--- config.mk ---
export PLATFORM = sky130hd
export DESIGN_NAME = dispatch_ctrl
export DESIGN_NICKNAME = d
export VERILOG_FILES = /design/src/rtl/dispatch_ctrl_pkg.sv /design/src/rtl/dispatch_ctrl_decode.sv /design/src/rtl/dispatch_ctrl.sv
export SDC_FILE = /design/constraint.sdc
export NUM_CORES = 1
export LEC_CHECK = 0
export BUFFER_PORTS_ARGS = -buffer_cell sky130_fd_sc_hd__buf_2
export CAP_MARGIN = 40
export CORE_MARGIN = 2
export CORE_UTILIZATION = 55
export CTS_BUF_LIST = sky130_fd_sc_hd__clkbuf_8 sky130_fd_sc_hd__clkbuf_16
export CTS_CLUSTER_DIAMETER = 80
export DETAILED_ROUTE_END_ITERATION = 8
export PLACE_DENSITY = 0.79
export SYNTH_ARGS = -nofsm -noshare
export SYNTH_HDL_FRONTEND = slang
export SYNTH_SLANG_ARGS = --single-unit
--- constraint.sdc ---
create_clock -name clk_in -period 3.85 [get_ports clk_in]
set_input_delay 0.385 -clock clk_in [delete_from_list [all_inputs] [get_ports clk_in]]
set_output_delay 0.385 -clock clk_in [all_outputs]
set_load 0.005 [all_outputs]
--- src/rtl/dispatch_ctrl_pkg.sv ---
// Shared types for the decode/dispatch slice.
// Contents: instruction-class, ALU-function and branch-function enums,
// the decoded-instruction record, unit encodings, dispatch FSM state
// codes and the iType -> execution-unit mapping.
package dispatch_ctrl_pkg;

  typedef enum logic [3:0] {
    IT_NOP    = 4'd0,
    IT_OP     = 4'd1,
    IT_OPIMM  = 4'd2,
    IT_LUI    = 4'd3,
    IT_AUIPC  = 4'd4,
    IT_BRANCH = 4'd5,
    IT_JAL    = 4'd6,
    IT_JALR   = 4'd7,
    IT_LOAD   = 4'd8,
    IT_STORE  = 4'd9
  } iType_t;

  typedef enum logic [3:0] {
    ALU_ADD  = 4'd0,
    ALU_SUB  = 4'd1,
    ALU_SLL  = 4'd2,
    ALU_SLT  = 4'd3,
    ALU_SLTU = 4'd4,
    ALU_XOR  = 4'd5,
    ALU_SRL  = 4'd6,
    ALU_SRA  = 4'd7,
    ALU_OR   = 4'd8,
    ALU_AND  = 4'd9
  } aluFunc_t;

  typedef enum logic [2:0] {
    BR_EQ   = 3'd0,
    BR_NE   = 3'd1,
    BR_LT   = 3'd2,
    BR_GE   = 3'd3,
    BR_LTU  = 3'd4,
    BR_GEU  = 3'd5,
    BR_JAL  = 3'd6,
    BR_JALR = 3'd7
  } brFunc_t;

  typedef struct packed {
    iType_t      iType;
    aluFunc_t    aluFunc;
    brFunc_t     brFunc;
    logic [31:0] imm;
    logic [4:0]  rs1;
    logic [4:0]  rs2;
    logic [4:0]  rd;
  } decode_t;

  localparam logic [1:0] UNIT_ALU = 2'd0;
  localparam logic [1:0] UNIT_BR  = 2'd1;
  localparam logic [1:0] UNIT_MEM = 2'd2;

  localparam logic [0:0] ST_RUN     = 1'b0;
  localparam logic [0:0] ST_WAIT_BR = 1'b1;

  // NOP has no real unit; callers drop it before this result matters.
  function automatic logic [1:0] unitOf(input iType_t t);
    case (t)
      IT_BRANCH, IT_JAL, IT_JALR: unitOf = UNIT_BR;
      IT_LOAD, IT_STORE:          unitOf = UNIT_MEM;
      default:                    unitOf = UNIT_ALU;
    endcase
  endfunction

endpackage

--- src/rtl/dispatch_ctrl_decode.sv ---
// RV32I base decoder (combinational).
// Ports:
//   i_inst  32-bit instruction word
//   o_dec   decoded record: class, ALU/branch function, immediate, reg indices
// Unrecognised opcodes decode as IT_NOP.
module dispatch_ctrl_decode
  import dispatch_ctrl_pkg::*;
(
  input  logic [31:0] i_inst,
  output decode_t     o_dec
);

  logic [6:0] w_opcode;
  logic [2:0] w_funct3;
  logic       w_f7b5;

  assign w_opcode = i_inst[6:0];
  assign w_funct3 = i_inst[14:12];
  assign w_f7b5   = i_inst[30];

  // Register fields are passed through raw; consumers ignore unused ones.
  always_comb begin
    o_dec         = '0;
    o_dec.iType   = IT_NOP;
    o_dec.aluFunc = ALU_ADD;
    o_dec.brFunc  = BR_EQ;
    o_dec.rs1     = i_inst[19:15];
    o_dec.rs2     = i_inst[24:20];
    o_dec.rd      = i_inst[11:7];
    case (w_opcode)
      7'b0110011: o_dec.iType = IT_OP;
      7'b0010011: o_dec.iType = IT_OPIMM;
      7'b0110111: o_dec.iType = IT_LUI;
      7'b0010111: o_dec.iType = IT_AUIPC;
      7'b1100011: o_dec.iType = IT_BRANCH;
      7'b1101111: o_dec.iType = IT_JAL;
      7'b1100111: o_dec.iType = IT_JALR;
      7'b0000011: o_dec.iType = IT_LOAD;
      7'b0100011: o_dec.iType = IT_STORE;
      default:    o_dec.iType = IT_NOP;
    endcase

    case (o_dec.iType)
      IT_OPIMM, IT_JALR, IT_LOAD:
        o_dec.imm = {{20{i_inst[31]}}, i_inst[31:20]};
      IT_STORE:
        o_dec.imm = {{20{i_inst[31]}}, i_inst[31:25], i_inst[11:7]};
      IT_BRANCH:
        o_dec.imm = {{19{i_inst[31]}}, i_inst[31], i_inst[7], i_inst[30:25], i_inst[11:8], 1'b0};
      IT_LUI, IT_AUIPC:
        o_dec.imm = {i_inst[31:12], 12'b0};
      IT_JAL:
        o_dec.imm = {{11{i_inst[31]}}, i_inst[31], i_inst[19:12], i_inst[20], i_inst[30:21], 1'b0};
      default:
        o_dec.imm = '0;
    endcase

    // SUB only exists for register-register ops; SRA uses bit 30 in both forms.
    if (o_dec.iType == IT_OP || o_dec.iType == IT_OPIMM) begin
      case (w_funct3)
        3'b000:  o_dec.aluFunc = (o_dec.iType == IT_OP && w_f7b5) ? ALU_SUB : ALU_ADD;
        3'b001:  o_dec.aluFunc = ALU_SLL;
        3'b010:  o_dec.aluFunc = ALU_SLT;
        3'b011:  o_dec.aluFunc = ALU_SLTU;
        3'b100:  o_dec.aluFunc = ALU_XOR;
        3'b101:  o_dec.aluFunc = w_f7b5 ? ALU_SRA : ALU_SRL;
        3'b110:  o_dec.aluFunc = ALU_OR;
        default: o_dec.aluFunc = ALU_AND;
      endcase
    end

    case (o_dec.iType)
      IT_BRANCH: begin
        case (w_funct3)
          3'b001:  o_dec.brFunc = BR_NE;
          3'b100:  o_dec.brFunc = BR_LT;
          3'b101:  o_dec.brFunc = BR_GE;
          3'b110:  o_dec.brFunc = BR_LTU;
          3'b111:  o_dec.brFunc = BR_GEU;
          default: o_dec.brFunc = BR_EQ;
        endcase
      end
      IT_JAL:  o_dec.brFunc = BR_JAL;
      IT_JALR: o_dec.brFunc = BR_JALR;
      default: o_dec.brFunc = BR_EQ;
    endcase
  end

endmodule

--- src/rtl/dispatch_ctrl.sv ---
// In-order decode/dispatch controller.
// Ports:
//   clk_in, rst_n_in              clock, async active-low reset
//   fetch_valid_in/ready_out      fetch handshake; inst/pc carried alongside
//   disp_valid_out, disp_ready_in registered output stage; ready is per unit
//   disp_*_out                    decoded fields, PC and sequence tag
//   br_resolve_valid_in           outstanding branch resolved
//   br_mispredict_in              resolve requires redirect (flush)
//   flush_in                      external flush
// A small FIFO buffers fetch; its head is decoded and loaded into the output
// stage. After a branch-class dispatch no further loads happen until resolve.
module dispatch_ctrl
  import dispatch_ctrl_pkg::*;
#(
  parameter int DEPTH = 4,
  parameter int TAG_W = 4
) (
  input  logic             clk_in,
  input  logic             rst_n_in,
  input  logic             fetch_valid_in,
  output logic             fetch_ready_out,
  input  logic [31:0]      fetch_inst_in,
  input  logic [31:0]      fetch_pc_in,
  output logic             disp_valid_out,
  input  logic [2:0]       disp_ready_in,
  output logic [1:0]       disp_unit_out,
  output logic [3:0]       disp_itype_out,
  output logic [3:0]       disp_alufunc_out,
  output logic [2:0]       disp_brfunc_out,
  output logic [31:0]      disp_imm_out,
  output logic [4:0]       disp_rs1_out,
  output logic [4:0]       disp_rs2_out,
  output logic [4:0]       disp_rd_out,
  output logic [31:0]      disp_pc_out,
  output logic [TAG_W-1:0] disp_tag_out,
  input  logic             br_resolve_valid_in,
  input  logic             br_mispredict_in,
  input  logic             flush_in
);

  localparam int PW = $clog2(DEPTH);
  localparam int CW = PW + 1;
  localparam logic [CW-1:0] FULL_CNT = CW'(DEPTH);

  logic [31:0]      r_instMem [DEPTH];
  logic [31:0]      r_pcMem   [DEPTH];
  logic [PW-1:0]    r_wptr;
  logic [PW-1:0]    r_rptr;
  logic [CW-1:0]    r_count;
  logic [0:0]       r_state;
  logic [TAG_W-1:0] r_tagCnt;
  logic             r_valid;
  logic [1:0]       r_unit;
  decode_t          r_dec;
  logic [31:0]      r_pc;
  logic [TAG_W-1:0] r_tag;

  decode_t    w_headDec;
  logic       w_empty;
  logic       w_headNop;
  logic       w_unitReady;
  logic       w_transfer;
  logic       w_flush;
  logic       w_load;
  logic       w_drop;
  logic       w_pop;
  logic       w_push;
  logic [1:0] w_headUnit;

  dispatch_ctrl_decode u_decode (
    .i_inst (r_instMem[r_rptr]),
    .o_dec  (w_headDec)
  );

  assign w_empty    = (r_count == '0);
  assign w_headNop  = (w_headDec.iType == IT_NOP);
  assign w_headUnit = unitOf(w_headDec.iType);

  // Ready is selected by a case so an unused unit code never indexes past bit 2.
  always_comb begin
    w_unitReady = 1'b0;
    case (r_unit)
      UNIT_ALU: w_unitReady = disp_ready_in[0];
      UNIT_BR:  w_unitReady = disp_ready_in[1];
      UNIT_MEM: w_unitReady = disp_ready_in[2];
      default:  w_unitReady = 1'b0;
    endcase
  end

  assign w_transfer = r_valid && w_unitReady;
  assign w_flush    = flush_in ||
                      (r_state == ST_WAIT_BR && br_resolve_valid_in && br_mispredict_in);
  assign w_load     = (r_state == ST_RUN) && !w_empty && !w_headNop && !w_flush &&
                      (!r_valid || w_transfer);
  assign w_drop     = (r_state == ST_RUN) && !w_empty && w_headNop && !w_flush;
  assign w_pop      = w_load || w_drop;
  // Ready comes from the registered count only: no bypass when full.
  assign fetch_ready_out = (r_count != FULL_CNT);
  assign w_push     = fetch_valid_in && fetch_ready_out && !w_flush;

  // FIFO storage needs no reset; only pointers and count define its contents.
  always_ff @(posedge clk_in) begin
    if (w_push) begin
      r_instMem[r_wptr] <= fetch_inst_in;
      r_pcMem[r_wptr]   <= fetch_pc_in;
    end
  end

  // FIFO pointers and occupancy; flush discards everything including a same-cycle push.
  always_ff @(posedge clk_in or negedge rst_n_in) begin
    if (!rst_n_in) begin
      r_wptr  <= '0;
      r_rptr  <= '0;
      r_count <= '0;
    end else if (w_flush) begin
      r_wptr  <= '0;
      r_rptr  <= '0;
      r_count <= '0;
    end else begin
      if (w_push) r_wptr <= r_wptr + 1'b1;
      if (w_pop)  r_rptr <= r_rptr + 1'b1;
      if (w_push && !w_pop)      r_count <= r_count + 1'b1;
      else if (w_pop && !w_push) r_count <= r_count - 1'b1;
    end
  end

  // Branch serialisation: a mispredict resolve is handled as a flush.
  always_ff @(posedge clk_in or negedge rst_n_in) begin
    if (!rst_n_in) begin
      r_state <= ST_RUN;
    end else if (w_flush) begin
      r_state <= ST_RUN;
    end else if (r_state == ST_RUN) begin
      if (w_load && w_headUnit == UNIT_BR) r_state <= ST_WAIT_BR;
    end else if (br_resolve_valid_in) begin
      r_state <= ST_RUN;
    end
  end

  // Output stage; the tag counter keeps advancing across flushes.
  always_ff @(posedge clk_in or negedge rst_n_in) begin
    if (!rst_n_in) begin
      r_valid  <= 1'b0;
      r_unit   <= '0;
      r_dec    <= '0;
      r_pc     <= '0;
      r_tag    <= '0;
      r_tagCnt <= '0;
    end else if (w_flush) begin
      r_valid <= 1'b0;
    end else if (w_load) begin
      r_valid  <= 1'b1;
      r_unit   <= w_headUnit;
      r_dec    <= w_headDec;
      r_pc     <= r_pcMem[r_rptr];
      r_tag    <= r_tagCnt;
      r_tagCnt <= r_tagCnt + 1'b1;
    end else if (w_transfer) begin
      r_valid <= 1'b0;
    end
  end

  assign disp_valid_out   = r_valid;
  assign disp_unit_out    = r_unit;
  assign disp_itype_out   = r_dec.iType;
  assign disp_alufunc_out = r_dec.aluFunc;
  assign disp_brfunc_out  = r_dec.brFunc;
  assign disp_imm_out     = r_dec.imm;
  assign disp_rs1_out     = r_dec.rs1;
  assign disp_rs2_out     = r_dec.rs2;
  assign disp_rd_out      = r_dec.rd;
  assign disp_pc_out      = r_pc;
  assign disp_tag_out     = r_tag;

endmodule

==> reports/metrics.cfg <==
[timing]
min_period_over_period_pct = 83.4
worst_slew_pin_slew_ns = 0.761
finalSetupTns_ns = 0
hold_slack_ns = 0.0792
finalSetupViolCount = 0
fin_skew_ns = 0.0112
fin_crit_ns = 3.21
setup_ws_ns = 0.640
finalHoldViolCount = 0
rsz0062_at_grt = no
drv_slew = 0
relSlewSlack_pct = 49.1
max_freq_ghz = 0.312

[routing]
drt_iter0_markers = 677
drc_errors = 0
via_per_inst = 5.63
detail_route.wl_per_cell_um = 20.3
dr.pass1.iters = 5
vias = 8008
wl_um = 28800
ant_nets = 0

[synth]
yosysWarningCount = 0
postSynthAreaPerCell_sq_um = 16.1
synth_top_area_share_pct = 54.7
yosys_register_bits = 365
synth_cell_type_count = 58
synth_cells = 875
synth-edff-count = 256
synth.top_cells.by_area = edfxtp_1, dfrtp_1, mux4_2
yosys.area.top_type = edfxtp_1
synthFlopType = edfxtp_1
syn-cell-area_sq_um = 14100
synth-seq-area-share_pct = 74.1
synth_async_sr_flop_share_pct = 29.9
synth_nets = 954

[place]
gp_congestion = 0.866
port_buffers = 170
placed_area_sq_um = 15400
place_ws_ns = 0.642
dpl.hpwl_um = 18300

[global_routing]
top_usage_layer = met2
grt_pass1_vias = 7967
grt_use_met2_pct = 35.7
grt_util_met1_pct = 30.1
grt_max_degree = 52
antenna_found_initial = 5
grt_usage_pct = 21.9
overflow = 0
grt_pass1_wl_um = 44500
use_met3_pct = 4.90

[clocking]
clk_path_buf_depth = 3
cts-root-buf = clkbuf_16
cts_setup_buffers = 0
clock_sinks = 365
clk_latency_ns = 0.52
cts_inserted_buffers = 38
cts_tree = built
clk_pin_slew_ns = 0.06
htree_levels = 2

[floorplanning]
num_rows = 58
io_pins = 171
die_y_um = 164
start_util_pct = 56.0
fp.dieW_um = 164
dieArea_sq_um = 26800
core_sq_um = 25100

[setup_path]
crit_path_max_fanout = 14
cp-end-kind = flip-flop
critPathArrivalTime_ns = 3.62
path_class = flip-flop to flip-flop
cp-start-kind = flip-flop
cp.required_ns = 4.26

[layout]
finish.instance_area_sq_um = 16600
layout-drive-gt1-share_pct = 29.7
layout.nets = 1138
syn2layout_area_growth_pct = 18.4

[power_and_ir_drop]
p_per_area_nw_per_um2 = 664
vdd_ir_drop_max_mv = 0.436
p_leak_nw = 6.52

[worst_hold_path]
hold_class = input port to flip-flop

[status]
outcome = completed

[run]
drv_cap = 0

-- cell families (layout without fill, tap and decap cells) --
logic type,Yosys count,after routing,synth area share [%]
flip-flops,365,365,74.1
AND/OR/NAND/NOR,291,291,8.77
AO/OA/AOI/OAI,83,83,3.97
multiplexers,67,67,10.4
buffers and inverters,55,268,1.67
XOR/XNOR,8,8,0.499
adder cells (fa/ha/maj),6,6,0.588
other,0,4,0
-- final timing paths --
path	from	end	slack, ns	cells past startpoint
min in group asynchronous	rst_n_in	r_state	0.48	2
worst min register to register	disp_pc_out[18]	disp_pc_out[18]	0.47	2
worst min-delay path	flush_in	r_state	0.08	2
worst max register to register	r_rptr[0]	r_count[1]	0.64	9
worst max-delay path	r_rptr[0]	r_count[1]	0.64	9
max in group asynchronous	rst_n_in	disp_rd_out[1]	2.44	3
-- state kept, by name, summed over array words and instances, names as in the netlist, 2 cells and up --
register and cells:
disp_alufunc_out 4, disp_brfunc_out 3, disp_imm_out 32, disp_itype_out 4, disp_pc_out 32, disp_rd_out 5
disp_rs1_out 5, disp_rs2_out 5, disp_tag_out 4, disp_unit_out 2, r_count 3, r_instMem 128
r_pcMem 128, r_rptr 2, r_tagCnt 4, r_wptr 2
-- power by group --
group | switching, W | internal, W | leakage, nW
logic | 0.00124 | 0.00106 | 2.14
registers | 0.000322 | 0.00478 | 3.74
clock network | 0.00146 | 0.00220 | 0.647
total | 0.00302 | 0.00803 | 6.52
-- critical path, stage by stage, from the launching register on --
cell	delay (ns)
dfrtp_4	0.52
mux4_2	0.67
nand3b_1	0.32
or4_4	0.50
nand2_2	0.14
and2_1	0.15
fa_1	0.43
nor3_1	0.19
mux2i_1	0.11
o31ai_1	0.07
-- cells in the mapped netlist (all sizes together), types with 2 or more instances --
library cell  instances
buf                  20
nor3b                 2
dfrtp               109
a21o                  2
nand3b                2
a211o                 3
nor2b                 5
clkbuf               23
nor2                 38
nor4                  3
mux2i                 3
xnor2                 5
xor2                  3
inv                  12
o31ai                 5
nand2b                2
o21ai                18
a21oi                15
a2111oi               2
a22o                  6
nand3                 6
ha                    5
edfxtp              256
nand4                 2
a31o                  2
o22ai                 2
and2                  7
nand2               212
mux4                 63
a31oi                18
and3                  2
nor3                  4
-- per-layer routing --
metal  vias to the layer above  routed length (um)
met1                      4048               12200
met3                        52                1960
met4                         2                 597
met2                       276               14000
li1                       3630                   -
met5                         -                   7
-- layout by cell type (no fill, tap or decap), drive strengths merged, types with 2 or more instances in the layout --
| master | netlist | routed |
|---|---|---|
| a2111oi | 2 | 2 |
| a211o | 3 | 3 |
| a21o | 2 | 2 |
| a21oi | 15 | 15 |
| a22o | 6 | 6 |
| a31o | 2 | 2 |
| a31oi | 18 | 18 |
| and2 | 7 | 7 |
| and3 | 2 | 2 |
| buf | 20 | 186 |
| bufinv | 0 | 5 |
| clkbuf | 23 | 40 |
| clkinv | 0 | 10 |
| clkinvlp | 0 | 3 |
| dfrtp | 109 | 109 |
| diode | 0 | 4 |
| edfxtp | 256 | 256 |
| ha | 5 | 5 |
| inv | 12 | 23 |
| mux2i | 3 | 3 |
| mux4 | 63 | 63 |
| nand2 | 212 | 212 |
| nand2b | 2 | 2 |
| nand3 | 6 | 6 |
| nand3b | 2 | 2 |
| nand4 | 2 | 2 |
| nor2 | 38 | 38 |
| nor2b | 5 | 5 |
| nor3 | 4 | 4 |
| nor3b | 2 | 2 |
| nor4 | 3 | 3 |
| o21ai | 18 | 18 |
| o22ai | 2 | 2 |
| o31ai | 5 | 5 |
| xnor2 | 5 | 5 |
| xor2 | 3 | 3 |
-- final cells by class --
class / instances / area [sq um]
Antenna cell: 4 / 10.0
Tap cell: 330 / 413
Multi-Input combinational cell: 455 / 3430
Timing Repair Buffer: 187 / 1060
Inverter: 12 / 45.0
Clock buffer: 40 / 990
Fill cell: 1765 / 8470
Clock inverter: 29 / 268
Sequential cell: 365 / 10400
-- per-stage QoR --
step | cells | total power (W) | util, %
finish | 1422 | 0.0110 | 66.3
global route | 1421 | 0.0116 | 66.2
CTS | 1418 | 0.0111 | 66.2
detailed placement | 1348 | 0.00749 | 61.2
global placement | 1346 | 0.00740 | 61.0
floorplan | 875 | 0.00659 | -
-- what timing repair did --
action / 4_1_cts / 5_1_grt
endpoints found under the hold margin: 49 / 0
hold buffers: 1 / 0
resized for setup: 0 / 0
No activity file was read; power rests on OpenSTA's default activity.
